--- config.mk ---
export PLATFORM = sky130hd
export DESIGN_NAME = svm_classify_engine_flat
export DESIGN_NICKNAME = d
export VERILOG_FILES = /design/src/rtl/svm_classify_engine_if.sv /design/src/rtl/svm_classify_engine.sv /design/src/flat_wrapper.sv
export SDC_FILE = /design/constraint.sdc
export NUM_CORES = 2
export LEC_CHECK = 0
export ABC_AREA = 1
export BUFFER_PORTS_ARGS = -buffer_cell sky130_fd_sc_hd__buf_2
export CORE_ASPECT_RATIO = 1.1
export CORE_MARGIN = 2
export CORE_UTILIZATION = 45
export DETAILED_ROUTE_END_ITERATION = 10
export PLACE_DENSITY_LB_ADDON = 0.15
export SLEW_MARGIN = 5
export SYNTH_ARGS = -nofsm -noshare
export SYNTH_HDL_FRONTEND = slang
export SYNTH_SLANG_ARGS = --single-unit
export TNS_END_PERCENT = 20
--- constraint.sdc ---
create_clock -name mClk -period 20.9 [get_ports mClk]
set_clock_uncertainty 0.05 [all_clocks]
set_input_delay 3.135 -clock mClk [delete_from_list [all_inputs] [get_ports mClk]]
set_output_delay 3.135 -clock mClk [all_outputs]
set_load 0.05 [all_outputs]
--- src/rtl/svm_classify_engine_if.sv ---
// svm_classify_engine_if
//   Bundles the support-vector load port, the test-vector port and the
//   classification result port of svm_classify_engine.
//   master : the system side (trainer, test source, result sink)
//   slave  : the classification engine
//   Load port   : sv_wr, sv_ready, sv_alpha, sv_x, sv_y, sv_clear, sv_count, sv_full
//   Test port   : bias, test_valid, test_ready, Xtest
//   Result port : class_valid, class_ready, Class, score
interface svm_classify_engine_if #(
    parameter int NF  = 2,
    parameter int FW  = 9,
    parameter int AW  = 9,
    parameter int NSV = 64
);
    localparam int DW    = 2 * FW + $clog2(NF) + 1;
    localparam int ACC_W = DW + AW + $clog2(NSV) + 2;
    localparam int CW    = $clog2(NSV + 1);

    logic                sv_wr;
    logic                sv_ready;
    logic [AW-1:0]       sv_alpha;
    logic [NF*FW-1:0]    sv_x;
    logic                sv_y;
    logic                sv_clear;
    logic [CW-1:0]       sv_count;
    logic                sv_full;
    logic [ACC_W-1:0]    bias;
    logic                test_valid;
    logic                test_ready;
    logic [NF*FW-1:0]    Xtest;
    logic                class_valid;
    logic                class_ready;
    logic [1:0]          Class;
    logic [ACC_W-1:0]    score;

    modport master (
        output sv_wr, sv_alpha, sv_x, sv_y, sv_clear,
        output bias, test_valid, Xtest, class_ready,
        input  sv_ready, sv_count, sv_full, test_ready,
        input  class_valid, Class, score
    );

    modport slave (
        input  sv_wr, sv_alpha, sv_x, sv_y, sv_clear,
        input  bias, test_valid, Xtest, class_ready,
        output sv_ready, sv_count, sv_full, test_ready,
        output class_valid, Class, score
    );
endinterface

--- src/rtl/svm_classify_engine.sv ---
// svm_classify_engine
//   Linear-kernel SVM decision engine with an internal support-vector store.
//   Computes score = bias + sum_i y_i * alpha_i * (x_i . xtest), one support
//   vector per clock, and reports sign(score) as Class.
//   Ports:
//     mClk    : clock, rising edge
//     mResetn : asynchronous active-low reset (also empties the store)
//     bus     : svm_classify_engine_if.slave (load, test and result ports)
module svm_classify_engine #(
    parameter int NF  = 2,
    parameter int FW  = 9,
    parameter int AW  = 9,
    parameter int NSV = 64
) (
    input  logic                   mClk,
    input  logic                   mResetn,
    svm_classify_engine_if.slave   bus
);
    localparam int DW    = 2 * FW + $clog2(NF) + 1;
    localparam int ACC_W = DW + AW + $clog2(NSV) + 2;
    localparam int CW    = $clog2(NSV + 1);
    localparam int IW    = (NSV > 1) ? $clog2(NSV) : 1;
    localparam int XW    = NF * FW;
    localparam int EW    = AW + XW + 1;

    localparam logic [1:0] ST_IDLE  = 2'd0;
    localparam logic [1:0] ST_ACCUM = 2'd1;
    localparam logic [1:0] ST_DONE  = 2'd2;

    logic [1:0]              state_q, state_d;
    logic [CW-1:0]           count_q, count_d;
    logic [CW-1:0]           idx_q, idx_d;
    logic signed [ACC_W-1:0] acc_q, acc_d;
    logic [XW-1:0]           xt_q, xt_d;
    logic [EW-1:0]           mem_q [NSV];
    logic [EW-1:0]           mem_d [NSV];

    logic                    full;
    logic [EW-1:0]           entry;
    logic [AW-1:0]           alpha;
    logic [XW-1:0]           sx;
    logic                    y;
    logic signed [DW-1:0]    dot;
    logic signed [ACC_W-1:0] dot_ext;
    logic signed [ACC_W-1:0] alpha_ext;
    logic signed [ACC_W-1:0] term_mag;
    logic signed [ACC_W-1:0] term;

    assign full = (count_q == CW'(NSV));

    // Datapath: the entry addressed by idx is read combinationally and its
    // signed contribution to the decision value is formed in full precision.
    always_comb begin
        entry = mem_q[idx_q[IW-1:0]];
        alpha = entry[AW-1:0];
        sx    = entry[AW +: XW];
        y     = entry[EW-1];
        dot   = '0;
        for (int k = 0; k < NF; k++) begin
            dot = dot + DW'(signed'(sx[k*FW +: FW])) * DW'(signed'(xt_q[k*FW +: FW]));
        end
        dot_ext   = ACC_W'(dot);
        alpha_ext = ACC_W'({1'b0, alpha});
        term_mag  = dot_ext * alpha_ext;
        term      = y ? term_mag : -term_mag;
    end

    // Control: loads and clears only in IDLE; a test offered in IDLE always
    // wins over a simultaneous write. An empty store still spends one ACCUM
    // cycle (adding nothing) so the result appears one edge after acceptance.
    always_comb begin
        state_d = state_q;
        count_d = count_q;
        idx_d   = idx_q;
        acc_d   = acc_q;
        xt_d    = xt_q;
        mem_d   = mem_q;
        case (state_q)
            ST_IDLE: begin
                if (bus.test_valid) begin
                    xt_d    = bus.Xtest;
                    acc_d   = signed'(bus.bias);
                    idx_d   = '0;
                    state_d = ST_ACCUM;
                end
                if (bus.sv_clear) begin
                    count_d = '0;
                end else if (bus.sv_wr && !full && !bus.test_valid) begin
                    mem_d[count_q[IW-1:0]] = {bus.sv_y, bus.sv_x, bus.sv_alpha};
                    count_d = count_q + CW'(1);
                end
            end
            ST_ACCUM: begin
                if (count_q == '0) begin
                    state_d = ST_DONE;
                end else begin
                    acc_d = acc_q + term;
                    idx_d = idx_q + CW'(1);
                    if (idx_q == count_q - CW'(1)) begin
                        state_d = ST_DONE;
                    end
                end
            end
            ST_DONE: begin
                if (bus.class_ready) begin
                    state_d = ST_IDLE;
                end
            end
            default: begin
                state_d = ST_IDLE;
            end
        endcase
    end

    // Control and accumulator state; reset also empties the store.
    always_ff @(posedge mClk or negedge mResetn) begin
        if (!mResetn) begin
            state_q <= ST_IDLE;
            count_q <= '0;
            idx_q   <= '0;
            acc_q   <= '0;
            xt_q    <= '0;
        end else begin
            state_q <= state_d;
            count_q <= count_d;
            idx_q   <= idx_d;
            acc_q   <= acc_d;
            xt_q    <= xt_d;
        end
    end

    // Store contents are never reset; only sv_count decides what is valid.
    always_ff @(posedge mClk) begin
        mem_q <= mem_d;
    end

    assign bus.sv_ready    = (state_q == ST_IDLE) && !full;
    assign bus.sv_count    = count_q;
    assign bus.sv_full     = full;
    assign bus.test_ready  = (state_q == ST_IDLE);
    assign bus.class_valid = (state_q == ST_DONE);
    assign bus.score       = (state_q == ST_DONE) ? acc_q : '0;
    assign bus.Class       = (state_q != ST_DONE) ? 2'b00 :
                             (acc_q == '0)        ? 2'b00 :
                             acc_q[ACC_W-1]       ? 2'b11 : 2'b01;
endmodule

--- src/flat_wrapper.sv ---
// flat-port wrapper written by rule: the top's interface ports become plain ports
module svm_classify_engine_flat 
#(
    parameter int NF  = 2,
    parameter int FW  = 9,
    parameter int AW  = 9,
    parameter int NSV = 64
)
  (mClk, mResetn, bus_sv_wr, bus_sv_alpha, bus_sv_x, bus_sv_y, bus_sv_clear, bus_bias, bus_test_valid, bus_Xtest, bus_class_ready, bus_sv_ready, bus_sv_count, bus_sv_full, bus_test_ready, bus_class_valid, bus_Class, bus_score);
  svm_classify_engine_if #(.NF(NF), .FW(FW), .AW(AW), .NSV(NSV)) bus_i ();
  input  logic mClk;
  input  logic mResetn;
  input wire logic [$bits(bus_i.sv_wr)-1:0] bus_sv_wr;
  input wire logic [$bits(bus_i.sv_alpha)-1:0] bus_sv_alpha;
  input wire logic [$bits(bus_i.sv_x)-1:0] bus_sv_x;
  input wire logic [$bits(bus_i.sv_y)-1:0] bus_sv_y;
  input wire logic [$bits(bus_i.sv_clear)-1:0] bus_sv_clear;
  input wire logic [$bits(bus_i.bias)-1:0] bus_bias;
  input wire logic [$bits(bus_i.test_valid)-1:0] bus_test_valid;
  input wire logic [$bits(bus_i.Xtest)-1:0] bus_Xtest;
  input wire logic [$bits(bus_i.class_ready)-1:0] bus_class_ready;
  output wire logic [$bits(bus_i.sv_ready)-1:0] bus_sv_ready;
  output wire logic [$bits(bus_i.sv_count)-1:0] bus_sv_count;
  output wire logic [$bits(bus_i.sv_full)-1:0] bus_sv_full;
  output wire logic [$bits(bus_i.test_ready)-1:0] bus_test_ready;
  output wire logic [$bits(bus_i.class_valid)-1:0] bus_class_valid;
  output wire logic [$bits(bus_i.Class)-1:0] bus_Class;
  output wire logic [$bits(bus_i.score)-1:0] bus_score;
  assign bus_i.sv_wr = bus_sv_wr;
  assign bus_i.sv_alpha = bus_sv_alpha;
  assign bus_i.sv_x = bus_sv_x;
  assign bus_i.sv_y = bus_sv_y;
  assign bus_i.sv_clear = bus_sv_clear;
  assign bus_i.bias = bus_bias;
  assign bus_i.test_valid = bus_test_valid;
  assign bus_i.Xtest = bus_Xtest;
  assign bus_i.class_ready = bus_class_ready;
  assign bus_sv_ready = bus_i.sv_ready;
  assign bus_sv_count = bus_i.sv_count;
  assign bus_sv_full = bus_i.sv_full;
  assign bus_test_ready = bus_i.test_ready;
  assign bus_class_valid = bus_i.class_valid;
  assign bus_Class = bus_i.Class;
  assign bus_score = bus_i.score;
  svm_classify_engine #(.NF(NF), .FW(FW), .AW(AW), .NSV(NSV)) u_core (.mClk(mClk), .mResetn(mResetn), .bus(bus_i));
endmodule
==> key figures <==
Worst setup path
  – Slowest cell on crit path: dfrtp_4
  – Reg2reg start: u_core.idx_q[1]
  – FF-to-FF path depth: 62
  – CP Launch Type: register
  – CP most frequent cell: fa_1
  – CP Capture Type: register
  – CP peak stage delay: 0.65 ns
  – Req. time, crit path: 21.57 ns
  – Crit path max fanout: 111
  – Flop2flop setup slack: 3.79 ns
  – Reg-to-reg endpoint: u_core.acc_q[35]
  – Setup CP Type: register to register
  – Critical Path AT: 17.79 ns

Synth
  – Synth top area share: 59.8%
  – Synth Area per Inst: 11.7 sq um
  – Synth async-reset ratio: 3.81%
  – Yosys cell types: 65
  – Yosys Warn Count: 0
  – Area leader, netlist: edfxtp_1
  – Synth top area cells: edfxtp_1 60%, fa_1 6.8%, nor2_1 4.6%
  – Register area share after synthesis: 61.8%
  – Synthesized flop and latch total: 1863
  – Syn Inst Count: 7718
  – Number of flops mapped to enable cells by yosys: 1792
  – Most common cell in the synthesized netlist: edfxtp_1
  – Mapped Area: 90000 sq um
  – Main synth FF type: edfxtp_1
  – Top cells by count, synth: 1792 x edfxtp_1, 1104 x nor2_1, 997 x nand2_1, 758 x o21ai_0, 612 x inv_1
  – Post-Syn Nets: 8313

Flow run
  – Maxcap violations: 0

STA
  – Worst-Margin Slew: 1.21 ns
  – Final period util: 81.9%
  – RSZ-0062 raised after global routing: false
  – Setup tns final: 0 ns
  – Max Freq: 58.4 MHz
  – Max-slew violations: 0
  – Rel. slew slack: 19.4%
  – Final Critical Period: 17.11 ns
  – Final setup vio count: 0
  – Hold Fails Final Rpt: 0

Finish
  – Layout cells sized above 1: 8.60%
  – Multi-input gate area: 30300 sq um
  – NumNets Final: 8381
  – Synth-to-Final Area Change: 10.7%
  – Post-Route Utilization: 50.0%
  – Register area: 55600 sq um
  – Filler cells: 17508

Route
  – Vias: 61864
  – Iteration-0 DRC Markers: 6808
  – DRT Pass-1 Iters: 6
  – Drt via density: 5.86
  – Wire length per cell: 26.4 um
  – Detailed Route WL: 279 mm
  – ANT nets after route: 0
  – DR DRC count: 0

Floorplan
  – FP Rows: 172
  – Initial core utilization: 45.2%
  – Die Height: 473 um
  – Core box area: 199000 sq um
  – I/O pins: 139
  – Die ar.: 204000 sq um
  – Die width: 430 um

Global routing
  – Largest net degree at the start of global routing: 178
  – Global-route wire length before repair: 408 mm
  – Vias in the first global route: 59462
  – Initial antenna violation count: 5
  – Total grt overflow: 0
  – GR Util All Layers: 27.1%

CTS
  – Max clock buf depth: 3
  – CTS tree: built
  – Htree depth: 4
  – CTS resizes: 0
  – Setup bufs post-CTS: 0
  – Num CTS Buffers: 187
  – Worst-path clk slew: 0.06 ns
  – Worst skew pair latency: 0.87 ns
  – CTS Root Cell: clkbuf_16
  – Sink Count: 1863
  – Hold_buf cts: 0

Hold path
  – Hold Crit Class: register to register
  – Hold Path Origin: u_core.acc_q[36]
  – Hold depth: 2
  – WHS Endpoint: u_core.acc_q[36]

Placement
  – Placer Congestion: 0.913
  – Detailed placement HPWL: 166 mm
  – Port buffer count: 138

Outcome
  – Status: finished clean
worst max-delay path by stage:
stage / cells past startpoint / slack, ns / end / start
2_1_floorplan: 74 / 7.12 / u_core.acc_q[33] / u_core.idx_q[0]
3_3_place_gp: 64 / 3.92 / u_core.acc_q[35] / u_core.idx_q[1]
3_5_place_dp: 62 / 3.75 / u_core.acc_q[35] / u_core.idx_q[1]
4_1_cts: 65 / 3.73 / u_core.acc_q[35] / u_core.idx_q[0]
5_1_grt: 65 / 2.63 / u_core.acc_q[35] / u_core.idx_q[0]
6_report: 62 / 3.79 / u_core.acc_q[35] / u_core.idx_q[1]
placed cells by master (no fill, tap or decap), types with 27 or more instances in the layout:
cell | Yosys | layout
edfxtp_1 | 1792 | 1792
nor2_1 | 1104 | 1040
nand2_1 | 997 | 997
o21ai_0 | 758 | 758
inv_1 | 612 | 611
a21oi_1 | 320 | 320
fa_1 | 307 | 307
nand3_1 | 237 | 237
o22ai_1 | 202 | 202
ha_1 | 199 | 199
clkbuf_16 | 0 | 187
buf_4 | 94 | 149
buf_2 | 106 | 137
o221ai_1 | 136 | 136
o211ai_1 | 83 | 83
dfrtp_1 | 71 | 67
xor2_1 | 66 | 66
nor2_4 | 0 | 63
a22oi_1 | 60 | 60
clkinv_1 | 7 | 57
nand4_1 | 56 | 56
xnor2_1 | 38 | 38
clkbuf_1 | 166 | 38
clkinv_2 | 0 | 27
worst max-delay path, delay by kind of cell, from the launching register on:
kind | cells | cell delay (ns)
adders and majority gates | 15 | 7.05
and+or+nand+nor | 21 | 3.78
AOI/OAI and AO/OA | 13 | 2.31
buffers and inverters | 10 | 2.16
xor gates and xnor gates | 3 | 0.77
DFF | 1 | 0.65
logic make-up after synthesis:
logic type / after synthesis / share of synthesized area (%)
adder cells (fa/ha/maj): 506 / 9.59
AO/OA/AOI/OAI: 1720 / 11.4
AND/OR/NAND/NOR: 2473 / 11.0
flip-flops: 1863 / 61.8
XOR/XNOR: 105 / 1.03
multiplexers: 1 / 0.0111
buffers and inverters: 1050 / 5.15
final cells by class:
type | instances | area share [%]
clock buffer | 225 | 4.84
sequential | 1863 | 55.8
multi-input combinational | 4805 | 30.4
antenna | 3 | 0.00754
timing repair buffer | 294 | 1.97
clock inverter | 119 | 1.27
inverter | 635 | 2.42
tap | 2610 | 3.28
sequential cells by signal, indices dropped and copies added, names as in the netlist:
signal               count
u_core.acc_q            37
u_core.state_q           2
u_core.bus.sv_count      7
u_core.mem_q          1792
u_core.idx_q             7
u_core.xt_q             18
per-stage QoR:
| stage | area (sq um) | std cells | hold WS (ns) | setup WS [ns] |
|---|---|---|---|---|
| floorplan | 90000 | 7718 | 0.421 | 7.12 |
| global placement | 93500 | 10207 | 0.445 | 3.92 |
| detailed placement | 93500 | 10207 | 0.458 | 3.75 |
| CTS | 99600 | 10551 | 0.473 | 3.73 |
| global route | 99600 | 10551 | 0.497 | 2.63 |
| finish | 99600 | 10554 | 0.467 | 3.79 |
routing by layer:
layer | vias up | track usage, % | wire length, um
li1 | 27493 | - | -
met1 | 31512 | 38.4 | 119000
met2 | 2508 | 43.5 | 132000
met3 | 349 | 3.88 | 20400
met4 | 2 | 7.69 | 7610
met5 | - | 0 | 12
Power is left out: the tool's default activity adds up to more than one toggle a clock period on the data nets, which glitch-free logic cannot reach.
